### src/rtl/decode_stage.sv
// RV32I decode stage: register-file addressing, writeback bypass, immediate generation
// and a single-entry output register with a valid/ready handshake to execute.
module decode_stage #(
  parameter int unsigned data_width = 32,
  parameter int unsigned num_reg    = 32,
  parameter int unsigned idx_width  = $clog2(num_reg)
) (
  input  logic                  clk,
  input  logic                  rst,
  input  logic                  in_valid,
  output logic                  in_ready,
  input  logic [data_width-1:0] in_pc,
  input  logic [31:0]           in_instr,
  input  logic                  flush,
  output logic [idx_width-1:0]  rf_rs1,
  output logic [idx_width-1:0]  rf_rs2,
  input  logic [data_width-1:0] rf_rs1v,
  input  logic [data_width-1:0] rf_rs2v,
  input  logic                  wb_en,
  input  logic [idx_width-1:0]  wb_rd,
  input  logic [data_width-1:0] wb_data,
  output logic                  out_valid,
  input  logic                  out_ready,
  output logic [data_width-1:0] out_pc,
  output logic [6:0]            out_opcode,
  output logic [2:0]            out_funct3,
  output logic                  out_funct7b5,
  output logic [idx_width-1:0]  out_rd,
  output logic [idx_width-1:0]  out_rs1,
  output logic [idx_width-1:0]  out_rs2,
  output logic [data_width-1:0] out_rs1v,
  output logic [data_width-1:0] out_rs2v,
  output logic [data_width-1:0] out_imm,
  output logic                  out_illegal
);

  logic                  valid_q, illegal_q, funct7b5_q;
  logic [data_width-1:0] pc_q, rs1v_q, rs2v_q, imm_q;
  logic [6:0]            opcode_q;
  logic [2:0]            funct3_q;
  logic [idx_width-1:0]  rd_q, rs1_q, rs2_q;

  logic                  legal, use_rs1, use_rs2, has_rd, accept, wb_hit;
  logic [31:0]           imm32;
  logic [idx_width-1:0]  rs1_idx, rs2_idx, rd_idx;
  logic [data_width-1:0] rs1_val, rs2_val;

  assign rf_rs1   = idx_width'(in_instr[19:15]);
  assign rf_rs2   = idx_width'(in_instr[24:20]);
  assign in_ready = !valid_q || out_ready;
  assign accept   = in_valid && in_ready && !flush;
  assign wb_hit   = wb_en && (wb_rd != '0);

  always_comb begin
    legal   = 1'b1;
    use_rs1 = 1'b1;
    use_rs2 = 1'b0;
    has_rd  = 1'b1;
    imm32   = '0;
    case (in_instr[6:0])
      7'b0110111, 7'b0010111: begin // LUI, AUIPC
        use_rs1 = 1'b0;
        imm32   = {in_instr[31:12], 12'b0};
      end
      7'b1101111: begin // JAL
        use_rs1 = 1'b0;
        imm32   = {{12{in_instr[31]}}, in_instr[19:12], in_instr[20], in_instr[30:21], 1'b0};
      end
      7'b1100111, 7'b0000011, 7'b0010011, 7'b1110011: begin // I-type
        imm32 = {{20{in_instr[31]}}, in_instr[31:20]};
      end
      7'b1100011: begin // BRANCH
        use_rs2 = 1'b1;
        has_rd  = 1'b0;
        imm32   = {{20{in_instr[31]}}, in_instr[7], in_instr[30:25], in_instr[11:8], 1'b0};
      end
      7'b0100011: begin // STORE
        use_rs2 = 1'b1;
        has_rd  = 1'b0;
        imm32   = {{20{in_instr[31]}}, in_instr[31:25], in_instr[11:7]};
      end
      7'b0110011: use_rs2 = 1'b1;
      7'b0001111: has_rd = 1'b0;
      default: begin
        legal   = 1'b0;
        use_rs1 = 1'b0;
        has_rd  = 1'b0;
      end
    endcase
  end

  // Masked indices read as x0, so their operands collapse to zero below.
  assign rs1_idx = use_rs1 ? rf_rs1 : '0;
  assign rs2_idx = use_rs2 ? rf_rs2 : '0;
  assign rd_idx  = has_rd ? idx_width'(in_instr[11:7]) : '0;
  assign rs1_val = (wb_hit && wb_rd == rs1_idx) ? wb_data :
                   (rs1_idx == '0) ? '0 : rf_rs1v;
  assign rs2_val = (wb_hit && wb_rd == rs2_idx) ? wb_data :
                   (rs2_idx == '0) ? '0 : rf_rs2v;

  always_ff @(posedge clk) begin
    if (rst) begin
      valid_q    <= 1'b0;
      illegal_q  <= 1'b0;
      funct7b5_q <= 1'b0;
      pc_q       <= '0;
      rs1v_q     <= '0;
      rs2v_q     <= '0;
      imm_q      <= '0;
      opcode_q   <= '0;
      funct3_q   <= '0;
      rd_q       <= '0;
      rs1_q      <= '0;
      rs2_q      <= '0;
    end else if (flush) begin
      valid_q <= 1'b0;
    end else if (accept) begin
      valid_q    <= 1'b1;
      illegal_q  <= !legal;
      funct7b5_q <= in_instr[30];
      pc_q       <= in_pc;
      rs1v_q     <= rs1_val;
      rs2v_q     <= rs2_val;
      imm_q      <= data_width'(imm32);
      opcode_q   <= in_instr[6:0];
      funct3_q   <= in_instr[14:12];
      rd_q       <= rd_idx;
      rs1_q      <= rs1_idx;
      rs2_q      <= rs2_idx;
    end else if (out_ready) begin
      valid_q <= 1'b0;
    end else if (valid_q) begin
      // Stalled bundle tracks writebacks so its operands never go stale.
      if (wb_hit && wb_rd == rs1_q) rs1v_q <= wb_data;
      if (wb_hit && wb_rd == rs2_q) rs2v_q <= wb_data;
    end
  end

  assign out_valid    = valid_q;
  assign out_pc       = pc_q;
  assign out_opcode   = opcode_q;
  assign out_funct3   = funct3_q;
  assign out_funct7b5 = funct7b5_q;
  assign out_rd       = rd_q;
  assign out_rs1      = rs1_q;
  assign out_rs2      = rs2_q;
  assign out_rs1v     = rs1v_q;
  assign out_rs2v     = rs2v_q;
  assign out_imm      = imm_q;
  assign out_illegal  = illegal_q;

endmodule

### config.mk
export PLATFORM = sky130hd
export DESIGN_NAME = decode_stage
export DESIGN_NICKNAME = d
export VERILOG_FILES = /design/src/rtl/decode_stage.sv
export SDC_FILE = /design/constraint.sdc
export NUM_CORES = 1
export LEC_CHECK = 0
export CAP_MARGIN = 0
export CORE_ASPECT_RATIO = 0.6
export CORE_MARGIN = 2
export CORE_UTILIZATION = 44
export CTS_BUF_LIST = sky130_fd_sc_hd__clkbuf_8
export CTS_CLUSTER_DIAMETER = 50
export DETAILED_ROUTE_END_ITERATION = 10
export PLACE_DENSITY_LB_ADDON = 0.08
export SYNTH_ARGS = -nofsm -noshare
export SYNTH_HDL_FRONTEND = slang
export SYNTH_SLANG_ARGS = --single-unit
### constraint.sdc
create_clock -name clk -period 3.7 [get_ports clk]
set_clock_uncertainty 0.15 [all_clocks]
set_input_delay 0.925 -clock clk [delete_from_list [all_inputs] [get_ports clk]]
set_output_delay 0.925 -clock clk [all_outputs]
set_load 0.02 [all_outputs]
==> flow_summary.json, run 1 <==
{
  "slew_viol_final": 0,
  "place_congestion": 0.887,
  "fin_crit_ps": 3390,
  "setup_tns_ps": 0,
  "avgSynthCellArea_um2": 8.01,
  "reg2reg_from": "out_valid",
  "hold_buffers": 0,
  "cts-htree-levels": 4,
  "synth-edff-count": 0,
  "cts.repair.resized": 0,
  "dpl_cell_area_um2": 11300,
  "yosysWarnings": 0,
  "period_share_pct": 91.6,
  "nets": 1420,
  "cts_sinks": 156,
  "run_status": "complete, no violations",
  "initial_core_util_pct": 44.7,
  "cp.depth": 2,
  "via_per_inst": 5.62,
  "antenna_left": 0,
  "finalSetupViolCount": 0,
  "met1_usage_pct": 42.0,
  "cap_violations": 0,
  "critPathMostFrequentCell": "clkdlybuf4s50_1",
  "slew_headroom_pct": 51.4,
  "grt_pass1_vias": 7641,
  "slowest_stage": "clkdlybuf4s50_1",
  "p_total_w": 0.00402,
  "use_met2_pct": 43.6,
  "p_per_area_nw_per_um2": 343,
  "path_cells": "clkdlybuf4s50_1 -> clkdlybuf4s50_1",
  "grt_max_degree": 65,
  "tightest_slew_ps": 730,
  "ioPinCount": 338,
  "met3_usage_pct": 7.65,
  "post_cts_buffers": 0,
  "synthFlopType": "dfxtp_1",
  "grt_use_total_pct": 29.5,
  "top_usage_layer": "met2",
  "ys_ff_latch": 156,
  "synth_seq_area_share_pct": 41.0,
  "min_path_type": "reg -> reg",
  "synthTopCellsByCount": "nand2_1, dfxtp_1, a21oi_1",
  "reg2reg_slack_ps": 1290,
  "num_rows": 37,
  "whs_path_depth": 2,
  "antenna_found_initial": 0,
  "cp-end-kind": "primary output",
  "syn_nets": 1122,
  "dr.pass1.iters": 5,
  "cellLeakagePower_nw": 3.97,
  "synthCells": 951,
  "async_reset_ff_share_pct": 0,
  "hold_viol_final": 0,
  "die-height_um": 106,
  "ir_drop_uv": 226,
  "cp.required_ps": 2620,
  "drt_iter0_markers": 588,
  "clkLatencyLatePin_ps": 440,
  "critical_path.top_delay_family": "buffers and inverters",
  "routedWlPerCell_um": 18.7,
  "min_from": "out_imm[25]",
  "ys_types": 56,
  "cts_buffers": 17,
  "clk_pin_slew_ps": 90,
  "coreArea_um2": 17000,
  "fmax_ghz": 0.295,
  "die_area_um2": 18400,
  "cts_buffer_depth": 2,
  "final_area_um2": 11700,
  "overflow": 0,
  "port_buffers": 337,
  "syn_to_final_growth_pct": 53.8,
  "hold_end": "out_imm[25]",
  "rsz0062_at_grt": "no",
  "vias": 8406,
  "regToRegEndpoint": "out_rs2v[31]",
  "antenna_cells": 0,
  "cts_tree": "done",
  "synth_area_leader_cell": "dfxtp_1",
  "finalWirelength_um": 27900,
  "crit_path_max_incr_delay_ps": 700,
  "reg2reg_depth": 7,
  "synth.most_common_cell": "nand2_1",
  "syn_area_um2": 7610,
  "synth_top_area_share_pct": 41.0,
  "worstPathArrival_ps": 2310,
  "final_util_pct": 68.7,
  "crit_type": "in -> out",
  "drc": 0,
  "critPathBufInv": 2,
  "dpl.hpwl_um": 19300,
  "path_max_fanout": 8,
  "fp.dieW_um": 174,
  "drive_above_1_share_pct": 11.3,
  "worstSetupStartpointType": "input port",
  "yosys-top-cells-area": "dfxtp_1, nand2_1, a21oi_1",
  "clockRootBuffer": "clkbuf_8",
  "grt_pass1_wl_um": 43400
}
[power breakdown]
group | switching, W | internal, W
sequential | 0.0000379 | 0.00175
combinational | 0.000430 | 0.000427
clock | 0.000749 | 0.000626
total | 0.00122 | 0.00280
[placed cells by master, fill, tap and decap left out, types with 7 or more instances in the layout]
cell	Yosys	routed
a211oi_1	33	33
a21o_1	21	21
a21oi_1	110	109
a22oi_1	16	16
a311oi_2	30	30
a41oi_1	33	33
buf_12	0	10
buf_4	11	31
clkbuf_8	0	17
clkdlybuf4s50_1	0	336
dfxtp_1	156	156
inv_1	7	7
inv_6	0	7
nand2_1	212	212
nand3_1	18	18
nor2_1	89	88
o211ai_1	8	8
or3b_2	28	28
xnor2_1	10	10
[metrics by stage]
step,cells,hold slack [ps],setup WS [ps]
6_report,1495,305,312
5_1_grt,1495,326,256
4_1_cts,1495,309,285
3_5_place_dp,1464,296,154
2_1_floorplan,951,380,536
3_3_place_gp,1464,289,215
[registers in the layout (all words and copies together), names as in the netlist, 3 cells and up]
| signal | flops |
|---|---|
| out_funct3 | 3 |
| out_imm | 32 |
| out_opcode | 7 |
| out_pc | 32 |
| out_rd | 5 |
| out_rs1 | 5 |
| out_rs1v | 32 |
| out_rs2 | 5 |
| out_rs2v | 32 |
[how the worst max path moves through the flow]
stage	start	end	slack, ps
after floorplan	in_instr[5]	out_rs1v[10]	540
after global placement	in_instr[2]	out_rs1v[8]	220
after CTS	in_instr[17]	rf_rs1[2]	290
after global routing	in_instr[17]	rf_rs1[2]	260
after detailed placement	in_instr[1]	out_rs1v[31]	150
final	in_instr[17]	rf_rs1[2]	310
[cell type report]
cell class / count / area (um^2)
clock buffer: 17 / 234
clock inverter: 14 / 170
fill: 1427 / 5330
inverter: 7 / 26.3
multi-input combinational: 689 / 4060
sequential: 156 / 3120
tap: 234 / 293
timing repair buffer: 378 / 3810
[kinds of logic after synthesis]
family | after synthesis | share of synthesized area [%]
xor gates and xnor gates | 14 | 1.61
buffers and inverters | 106 | 6.11
AOI/OAI and AO/OA | 284 | 28.0
DFF | 156 | 41.0
and+or+nand+nor | 391 | 23.3
[per-layer routing]
metal	part of all wire (%)	up-vias
li1	-	3970
met1	45	3986
met3	8.8	46
met5	0	-
met2	44	404
met4	2.7	0
No activity file was read; power rests on OpenSTA's default activity.
==> run 2, diff against run 1 <==
--- a/config.mk
+++ b/config.mk
@@ -8,8 +8,8 @@
 export CAP_MARGIN = 0
 export CORE_ASPECT_RATIO = 0.6
 export CORE_MARGIN = 2
-export CORE_UTILIZATION = 44
-export CTS_BUF_LIST = sky130_fd_sc_hd__clkbuf_8
+export CORE_UTILIZATION = 43
+export CTS_BUF_LIST = sky130_fd_sc_hd__clkbuf_8 sky130_fd_sc_hd__clkbuf_16
 export CTS_CLUSTER_DIAMETER = 50
 export DETAILED_ROUTE_END_ITERATION = 10
 export PLACE_DENSITY_LB_ADDON = 0.08
==> constraint.sdc (replaced) <==
create_clock -name clk -period 3.7 [get_ports clk]
set_clock_uncertainty 0.15 [all_clocks]
set_input_delay 0.925 -clock clk [delete_from_list [all_inputs] [get_ports clk]]
set_output_delay 0.925 -clock clk [all_outputs]
set_load 0.01 [all_outputs]
==> flow_summary.json, run 2 (synthesis gave the netlist of run 1 again) <==
{
  "path_cells": "clkdlybuf4s50_1 -> clkdlybuf4s50_1",
  "cts_tree": "done",
  "cts.repair.resized": 0,
  "place_congestion": 0.949,
  "nets": 1423,
  "critPathMostFrequentCell": "clkdlybuf4s50_1",
  "grt_pass1_wl_um": 42200,
  "slowest_stage": "clkdlybuf4s50_1",
  "crit_type": "in -> out",
  "slew_headroom_pct": 39.6,
  "coreArea_um2": 17200,
  "clockRootBuffer": "clkbuf_16",
  "grt_pass1_vias": 7409,
  "syn_to_final_growth_pct": 55.8,
  "drive_above_1_share_pct": 11.6,
  "cellLeakagePower_nw": 4.04,
  "fillers": 1427,
  "vias": 8266,
  "p_per_area_nw_per_um2": 359,
  "clkLatencyLatePin_ps": 420,
  "initial_core_util_pct": 44.2,
  "final_common_cell": "clkdlybuf4s50_1",
  "final_cells": 1498,
  "path_max_fanout": 7,
  "crit_path_max_incr_delay_ps": 720,
  "critPathBufInv": 2,
  "routedWlPerCell_um": 18.4,
  "antenna_left": 0,
  "rsz0062_at_grt": "no",
  "drc": 0,
  "dp_cells": 1467,
  "antenna_found_initial": 0,
  "post_cts_buffers": 0,
  "final_cell_mix": "clkdlybuf4s50_1, nand2_1, dfxtp_1, a21oi_1, nor2_1",
  "setup_tns_ps": 0,
  "via_per_inst": 5.52,
  "dpl.hpwl_um": 19200,
  "run_status": "complete, no violations",
  "finalWirelength_um": 27600,
  "ioPinCount": 338,
  "grt_use_total_pct": 28.5,
  "num_rows": 37,
  "ir_drop_uv": 268,
  "fp.dieW_um": 176,
  "period_share_pct": 90.2,
  "cts_buffer_depth": 2,
  "min_path_type": "reg -> reg",
  "dr.pass1.iters": 5,
  "slew_viol_final": 0,
  "cp.required_ps": 2620,
  "fin_crit_ps": 3340,
  "cts-htree-levels": 4,
  "seqCellArea_um2": 3120,
  "worstSetupStartpointType": "input port",
  "fmax_ghz": 0.300,
  "p_total_w": 0.00426,
  "port_buffers": 337,
  "critical_path.top_delay_family": "buffers and inverters",
  "hold_viol_final": 0,
  "grt_max_degree": 157,
  "clk_pin_slew_ps": 70,
  "cts_sinks": 156,
  "cts_buffers": 17,
  "worstPathArrival_ps": 2260,
  "antenna_cells": 0,
  "cap_violations": 0,
  "die-height_um": 107,
  "die_area_um2": 18800,
  "tightest_slew_ps": 906,
  "multi_input_area_um2": 4050,
  "cp-end-kind": "primary output",
  "hold_buffers": 0,
  "overflow": 0,
  "finalSetupViolCount": 0,
  "drt_iter0_markers": 656
}
[run 2: cell count changes in the layout (fill, tap and decap cells not counted), sizes merged]
| cell | delta |
|---|---|
| clkinv | +4 |
| buf | +3 |
| inv | -3 |
| bufinv | -2 |
| clkinvlp | +1 |
[run 2: area by class of cell]
type / instances / share of cell area [%]
clock buffer: 17 / 3.59
multi-input combinational: 689 / 34.1
sequential: 156 / 26.3
clock inverter: 14 / 1.10
tap: 234 / 2.47
timing repair buffer: 381 / 32.2
inverter: 7 / 0.221
[run 2: stage by stage]
stage          util [%]  instance area [um^2]  hold slack [ps]  worst slack [ps]
2_1_floorplan         -                  7610              326               536
3_3_place_gp       65.7                 11300              289              39.5
3_5_place_dp       65.7                 11300              295              31.2
4_1_cts            68.9                 11900              304               381
5_1_grt            68.9                 11900              323               175
6_report           68.9                 11900              301               363
[run 2: power by group]
group / internal [W] / switching [W] / total, W / leakage (nW)
clock: 0.000884 / 0.000788 / 0.00167 / 0.265
sequential: 0.00175 / 0.0000366 / 0.00179 / 1.27
combinational: 0.000427 / 0.000370 / 0.000797 / 2.51
total: 0.00306 / 0.00119 / 0.00426 / 4.04
[run 2: worst paths after layout]
check	start	to	slack [ps]	cells past startpoint
worst max-delay path	in_instr[15]	rf_rs1[0]	360	2
worst min-delay path	out_imm[12]	out_imm[12]	300	2
worst max register to register	out_valid	out_rs2v[6]	1420	6
worst min register to register	out_imm[12]	out_imm[12]	300	2
[run 2: layer usage]
metal	part of all wire, %	up-vias	track usage [%]
li1	-	3976	-
met1	44	3897	39.3
met2	44	349	42.8
met3	9.7	44	8.83
met4	2.6	0	8.62
met5	0	-	0
